===== src/rtl/modn_offset_counter.sv =====
// Modulo-N time-field counter with a signed one-shot offset handshake, synchronous load,
// and registered carry/borrow pulses. Optional macro MODN_BCD_OUT_EN adds a packed BCD output.
module modn_offset_counter #(
    parameter int MODULUS = 60,
    parameter int WIDTH   = 6,
    parameter int OFS_W   = 7
) (
    input  logic                    clk,
    input  logic                    reset_n,
    input  logic                    en,
    input  logic                    load,
    input  logic [WIDTH-1:0]        load_val,
    input  logic                    ofs_valid,
    output logic                    ofs_ready,
    input  logic signed [OFS_W-1:0] ofs,
    output logic [WIDTH-1:0]        value,
    output logic                    carry,
`ifdef MODN_BCD_OUT_EN
    output logic [7:0]              value_bcd,
`endif
    output logic                    borrow
);

    // Sum width covers -(M-1) .. 2M-1 for both value and offset widths.
    localparam int SW = ((WIDTH > OFS_W) ? WIDTH : OFS_W) + 2;
    localparam logic signed [SW-1:0] MOD_S = SW'(MODULUS);
    localparam logic signed [SW-1:0] MAX_S = SW'(MODULUS - 1);

    if ((MODULUS < 2) || (MODULUS > 256)) begin : g_bad_modulus
        $error("modn_offset_counter: MODULUS must be in 2..256");
    end
    if ((2 ** WIDTH) < MODULUS) begin : g_bad_width
        $error("modn_offset_counter: WIDTH too small for MODULUS");
    end
    if ((2 ** (OFS_W - 1)) <= (MODULUS - 1)) begin : g_bad_ofs_w
        $error("modn_offset_counter: OFS_W too small for MODULUS");
    end

    typedef enum logic {
        IDLE = 1'b0,
        PEND = 1'b1
    } state_t;

    state_t                  state_q, state_d;
    logic signed [OFS_W-1:0] held_q, held_d;
    logic [WIDTH-1:0]        value_q, value_d;
    logic                    carry_q, carry_d;
    logic                    borrow_q, borrow_d;

    logic signed [SW-1:0]    value_ext_s;
    logic signed [SW-1:0]    held_ext_s;
    logic signed [SW-1:0]    delta_s;
    logic signed [SW-1:0]    sum_s;
    logic signed [SW-1:0]    load_ext_s;

    function automatic logic signed [OFS_W-1:0] clamp_ofs(input logic signed [OFS_W-1:0] o);
        logic signed [SW-1:0] w;
        w = {{(SW-OFS_W){o[OFS_W-1]}}, o};
        if (w > MAX_S) begin
            return OFS_W'(MAX_S);
        end else if (w < -MAX_S) begin
            return OFS_W'(-MAX_S);
        end else begin
            return o;
        end
    endfunction

    // Next-state, handshake and modular update logic.
    always_comb begin
        state_d     = state_q;
        held_d      = held_q;
        value_d     = value_q;
        carry_d     = 1'b0;
        borrow_d    = 1'b0;
        ofs_ready   = (state_q == IDLE) && !load;
        value_ext_s = {{(SW-WIDTH){1'b0}}, value_q};
        held_ext_s  = {{(SW-OFS_W){held_q[OFS_W-1]}}, held_q};
        load_ext_s  = {{(SW-WIDTH){1'b0}}, load_val};
        delta_s     = {{(SW-1){1'b0}}, en};
        if (state_q == PEND) begin
            delta_s = delta_s + held_ext_s;
        end else begin
            delta_s = delta_s;
        end
        sum_s = value_ext_s + delta_s;

        if (load) begin
            // Load wins over en and discards any pending offset.
            value_d = (load_ext_s > MAX_S) ? WIDTH'(MAX_S) : load_val;
            state_d = IDLE;
            held_d  = {OFS_W{1'b0}};
        end else begin
            if (sum_s >= MOD_S) begin
                value_d = WIDTH'(sum_s - MOD_S);
                carry_d = 1'b1;
            end else if (sum_s[SW-1]) begin
                value_d  = WIDTH'(sum_s + MOD_S);
                borrow_d = 1'b1;
            end else begin
                value_d = WIDTH'(sum_s);
            end

            case (state_q)
                IDLE: begin
                    if (ofs_valid) begin
                        held_d  = clamp_ofs(ofs);
                        state_d = PEND;
                    end else begin
                        state_d = IDLE;
                    end
                end
                PEND:    state_d = IDLE;
                default: state_d = IDLE;
            endcase
        end
    end

    // State, offset holding and output registers.
    always_ff @(posedge clk or negedge reset_n) begin
        if (!reset_n) begin
            state_q  <= IDLE;
            held_q   <= {OFS_W{1'b0}};
            value_q  <= {WIDTH{1'b0}};
            carry_q  <= 1'b0;
            borrow_q <= 1'b0;
        end else begin
            state_q  <= state_d;
            held_q   <= held_d;
            value_q  <= value_d;
            carry_q  <= carry_d;
            borrow_q <= borrow_d;
        end
    end

    assign value  = value_q;
    assign carry  = carry_q;
    assign borrow = borrow_q;

`ifdef MODN_BCD_OUT_EN
    if (MODULUS > 100) begin : g_bad_bcd
        $error("modn_offset_counter: BCD output requires MODULUS <= 100");
    end

    logic [7:0] bcd_q, bcd_d;

    function automatic logic [7:0] to_bcd(input logic [WIDTH-1:0] v);
        int unsigned t;
        t = int'(v);
        return {4'(t / 32'd10), 4'(t % 32'd10)};
    endfunction

    // BCD conversion of the next value so it lands on the same edge.
    always_comb begin
        bcd_d = to_bcd(value_d);
    end

    // BCD output register.
    always_ff @(posedge clk or negedge reset_n) begin
        if (!reset_n) begin
            bcd_q <= 8'h00;
        end else begin
            bcd_q <= bcd_d;
        end
    end

    assign value_bcd = bcd_q;
`endif

endmodule


===== config.mk =====
export PLATFORM = sky130hd
export DESIGN_NAME = modn_offset_counter
export DESIGN_NICKNAME = d
export VERILOG_FILES = /design/src/rtl/modn_offset_counter.sv
export SDC_FILE = /design/constraint.sdc
export NUM_CORES = 1
export LEC_CHECK = 0
export ABC_AREA = 0
export BUFFER_PORTS_ARGS = -buffer_cell sky130_fd_sc_hd__buf_4
export CORE_UTILIZATION = 45
export CTS_CLUSTER_DIAMETER = 80
export CTS_CLUSTER_SIZE = 25
export DETAILED_ROUTE_END_ITERATION = 7
export MAX_ROUTING_LAYER = met4
export PLACE_DENSITY = 0.7
export SYNTH_ARGS = -nofsm -noshare
export SYNTH_HDL_FRONTEND = slang
export SYNTH_SLANG_ARGS = --single-unit

===== constraint.sdc =====
create_clock -name clk -period 3.4 [get_ports clk]
set_input_delay 0.34 -clock clk [delete_from_list [all_inputs] [get_ports clk]]
set_output_delay 0.34 -clock clk [all_outputs]
set_load 0.02 [all_outputs]

# == After elaboration in Yosys (flattened, before gate mapping) ==
# Cells that the tools add are included.
# totals
register_bits,16
output_inout_bits,9
elab_cells,37
# classes
n_addsub,4
n_lt_le_gt_ge,4
eq_ne,1
mux,18
bitwise,1
n_reduce_logical,4
# op_table
cell,n
7-bit two-way mux,5
6-bit two-way mux,4
7-bit by 9-bit adder with 9-bit output,1
"9-bit by 7-bit greater-or-equal comparator with 1-bit output, second input constant",1
9-bit two-way mux,1
2-bit by 7-bit adder with 8-bit output,1
"7-bit greater-than comparator, second input constant",1
"7-bit less-than comparator, second input constant",1
1-bit two-way mux,7
"6-bit by 3-bit adder with 6-bit output, second input constant",1
"6-bit greater-than comparator, second input constant",1
"6-bit by 3-bit subtractor with 6-bit output, second input constant",1
"2-bit inequality test, second input constant",1
1-bit one-hot mux with 2 select lines,1
2-bit AND reduction,1
2-bit nonzero test,1
1-bit logical AND,1
1-bit zero test,1
1-bit inverter,1

# == Longest topological paths before layout ==
# depth
depth_word,7
ltp_mapped,15

# == Least setup slack after synthesis ==
# Ideal clock, no wire load.
# synth_path
path_kind,reg2reg
from,reg held_q[0]
to,reg value_q[3] (netlist: value[3])
arrival_time_ns,3.052
required_ns,3.279
path_slack_ns,0.227
path_stages_with_launch,16
path_buffers,1
cell_sequence,dfrtp_1 -> ha_1 -> ha_1 -> nand2_1 -> inv_1 -> ha_1 -> a211oi_2 -> nor2_1 -> nor2_1 -> ha_1 -> and3b_1 -> o21ai_1 -> or2_1 -> buf_6 -> a311o_1 -> o22a_1
# synth_via
elab_chain_cells,7
# synth_rtl
element,line_no,source
start: declaration,45,"logic signed [OFS_W-1:0] held_q, held_d;"
start signal: assignment,122,held_q <= {OFS_W{1'b0}};
start signal: assignment,128,held_q <= held_d;
2-bit by 7-bit adder with 8-bit output (*),81,delta_s = delta_s + held_ext_s;
9-bit two-way mux (*),80,if (state_q == PEND) begin
7-bit by 9-bit adder with 9-bit output (*),85,sum_s = value_ext_s + delta_s;
6-bit by 3-bit adder with 6-bit output,97,value_d = WIDTH'(sum_s + MOD_S);
6-bit two-way mux,96,end else if (sum_s[SW-1]) begin
6-bit two-way mux (*),93,if (sum_s >= MOD_S) begin
6-bit two-way mux (*),87,if (load) begin
via value_d[3],46,"logic [WIDTH-1:0] value_q, value_d;"
end signal: assignment,123,value_q <= {WIDTH{1'b0}};
end signal: assignment,129,value_q <= value_d;
end: declaration,46,
# The timed path passes the listed nets; every way through them passes the cells marked *.
# A chain may end at the register's enable or synchronous reset.

# == Worst setup path in the final report ==
# layout_path
from,reg held_q[0]
to,reg value_q[4] (netlist: value[4])
# The elaborated chain is that of the path after synthesis.

==> metrics.log <==
INFO  metric post_synth_instance_area = 1360 sq um
INFO  metric post_synth_edffs = 0
INFO  metric final.period_utilization = 0.940
INFO  metric synthesis.instances = 158
INFO  metric grt_antenna_before_repair = 0
INFO  metric max_slew.worst_pin.slew = 0.562 ns
INFO  metric synthTopCellsByArea = dfrtp_1, ha_1, nor2_1
INFO  metric placed_cells = between 200 and 250
INFO  metric clk_root_buffer_cell = clkbuf_4
INFO  metric ys_warn_count = 0
INFO  metric tritoncts.num_buffers = 3
INFO  metric synthDistinctLibCells = 50
INFO  metric timing.slew.headroom = 0.625
INFO  metric setup_tns = 0 ns
INFO  metric final_antenna_net_count = 0
INFO  metric drtPass1Iterations = 4
INFO  metric crit_path_max_fanout = 3
INFO  metric layout-area-overhead-vs-synth = 21.7%
INFO  metric largest_net_degree_at_the_start_of_global_routing = 17
INFO  metric die-width = 56.9 um
INFO  metric seq_area_frac_synth = 0.295
INFO  metric layoutNonFillerInstCount = 220
INFO  metric post-cts-setup-buffer-count = 0
INFO  metric post-route-min-period = between 3 and 4 ns
INFO  metric hold_viol = 0
INFO  metric num-fill-cells = between 200 and 300
INFO  metric run_status = finished clean
INFO  metric timing_worst_setup_path_type = reg -> reg
INFO  metric start_util = 0.483
INFO  metric worst_path_max_delay_cell = dfrtp_1
INFO  metric syn_area_per_cell = between 8 and 9 sq um
INFO  metric cp.required = 3.58 ns
INFO  metric dp_hpwl = roughly 2500 um
INFO  metric antenna_diode_count = 0
INFO  metric tritoncts_num_sinks = 16
INFO  metric vias_in_the_first_global_route = around 1.3k
INFO  metric startpoint_type_of_the_worst_setup_path = register
INFO  metric layout_setup_ws = approximately 0.20 ns
INFO  metric routedWlPerCell = between 10 and 15 um
INFO  metric io_buffer_count = 26
INFO  metric placementRows = 19
INFO  metric gp_congestion = ~0.8
INFO  metric die_y = 56.9 um
INFO  metric grt_setup_unrepaired = no
INFO  metric finalCoreUtilization = 0.588
INFO  metric drt_iter0_markers = 34
INFO  metric grt.overflow.total = 0
INFO  metric route.vias.total = 1,233
INFO  metric yosys_register_bits = 16
INFO  metric io_pins = 27
INFO  metric synth_top_area_cell = dfrtp_1
INFO  metric finish.net_count = 220
INFO  metric drc = 0
INFO  metric synthMostInstantiatedCell = nor2_1
INFO  metric timing_max_transition_violations_final = 0
INFO  metric cts_tree = built
INFO  metric endpoint_kind = register
INFO  metric cp.arrival = approximately 3.4 ns
INFO  metric total_global_routing_track_utilization = 0.224
INFO  metric routed_wirelength = ~3200 um
INFO  metric finClkSkew = just under 0.006 ns
INFO  metric fmax = 313 MHz
INFO  metric synth_top_cell_area_share = 0.295
INFO  metric insertion_delay = 0.29 ns
INFO  metric global_route_wire_length_before_repair = approximately 5600 um
INFO  metric worst_hold_path_type = in -> reg
INFO  metric viasPerCell = between 5 and 6
INFO  metric synth_nets = 188
INFO  metric cts.clk_slew.worst_paths = approximately 0.1 ns
INFO  metric dp_worst_setup_slack = ~0.1 ns
INFO  metric p_leak = 0.000785 uW
INFO  metric fp.dieArea = ~3200 sq um
INFO  metric cts-root-to-sink-buffers = 2
INFO  metric final_layout_size_suffix_gt1_frac = 0.243
INFO  metric cpMostUsedCell = ha_1
INFO  metric worstPathCellList = ha_1 -> ha_1 -> nand2_1 -> inv_1 -> ha_1 -> a211oi_4 -> nor2_1 -> nor2_1 -> ha_1 -> and3b_1 -> o21ai_1 -> or2_1 -> a21oi_1 -> mux2_1
INFO  metric power_density = approximately 490 nW/um^2
INFO  metric drv_cap = 0
INFO  metric synth-main-ff-cell = dfrtp_1
INFO  metric final-setup-viol-count = 0
INFO  metric cp_slowest_stage_delay = roughly 0.39 ns
INFO  metric cts.htree.levels = 1
INFO  metric peakVddDrop = 0.000276 V
INFO  metric core = approximately 2800 sq um
INFO  metric postSynth.asyncResetShare = 1.00
INFO  metric most_used_standard_cells_in_the_synthesized_netlist = nor2_1, nand2_1, dfrtp_1, ha_1, inv_1
## metrics by stage
| stage | power (uW) | area, sq um | hold slack [ns] |
|---|---|---|---|
| after floorplan | 542 | 1360 | 0.0444 |
| after global placement | 666 | 1600 | 0.210 |
| after detailed placement | 676 | 1600 | 0.212 |
| after CTS | 808 | 1640 | 0.282 |
| after global routing | 875 | 1650 | 0.260 |
| final | 809 | 1650 | 0.278 |
## metal layers
metal	global-route usage	wire, um
met5	-	0
met2	0.371	1490
met4	0.0418	21
met1	0.299	1510
met3	0.0207	133
## kinds of logic after synthesis
logic type,share of synthesized area
compound gates,0.262
xor+xnor,0.0572
fa+ha+maj,0.116
buf+inv,0.0535
flops,0.295
mux,0.0166
simple gates,0.199
## repair_timing
action | in CTS | in global routing
endpoints found under the hold margin | 16 | 0
endpoints found under the setup margin | 0 | 3
hold buffers | 1 | 0
gates resized for setup | 0 | 2
## critical path, delay by kind of cell (launching register included)
kind	cells	cell delay, ns
multiplexers	1	0.35
AO/OA/AOI/OAI	3	0.50
adder cells (fa/ha/maj)	4	0.98
buffers and inverters	1	0.06
flip-flops	1	0.39
AND/OR/NAND/NOR	5	0.79
## flip-flops by register name, summed over array words and instances (netlist names)
signal	cells
borrow	1
value	6
held_q	7
carry	1
state_q	1
## final cells by class
cell class	instances	area (sq um)	area share
multi-input cells	125	891	0.540
repair buffers	31	235	0.143
inverters	13	48.8	0.0296
flip-flops and latches	16	400	0.243
clock buffers	4	36.3	0.0220
well taps	31	38.8	0.0235
## placed cells by master, fill, tap and decap left out, types with 2 or more instances in the layout
cell	Yosys	routed
xor2_1	4	4
a21oi_1	7	7
nand2_1	17	17
xnor2_1	3	3
clkbuf_4	0	3
nand4_1	3	3
dfrtp_1	16	16
o22a_1	2	2
a31oi_1	2	2
nand3_1	5	5
inv_1	11	11
buf_4	0	30
a22o_1	5	5
or2_1	1	2
o21ai_0	9	9
o21ai_1	2	2
ha_1	11	11
and3_1	2	2
nor2_1	20	20
o21a_1	2	2
nor3_1	3	3
o211ai_1	2	2
## power by group
part | switching [uW] | total (uW) | internal [uW]
Clock | 63.5 | 129 | 65.1
Combinational | 241 | 437 | 196
Sequential | 23.8 | 243 | 219
## final timing paths
check	endpoint	slack (ns)	cells after the start	start
max	value[4]	0.20	14	held_q[0]
min	value[0]	0.28	2	load_val[0]
max reg2reg	value[4]	0.20	14	held_q[0]
min reg2reg	held_q[0]	0.52	1	held_q[0]
max in group asynchronous	held_q[3]	2.78	2	reset_n
min in group asynchronous	value[1]	0.44	2	reset_n
(Power assumes the default switching activity.)
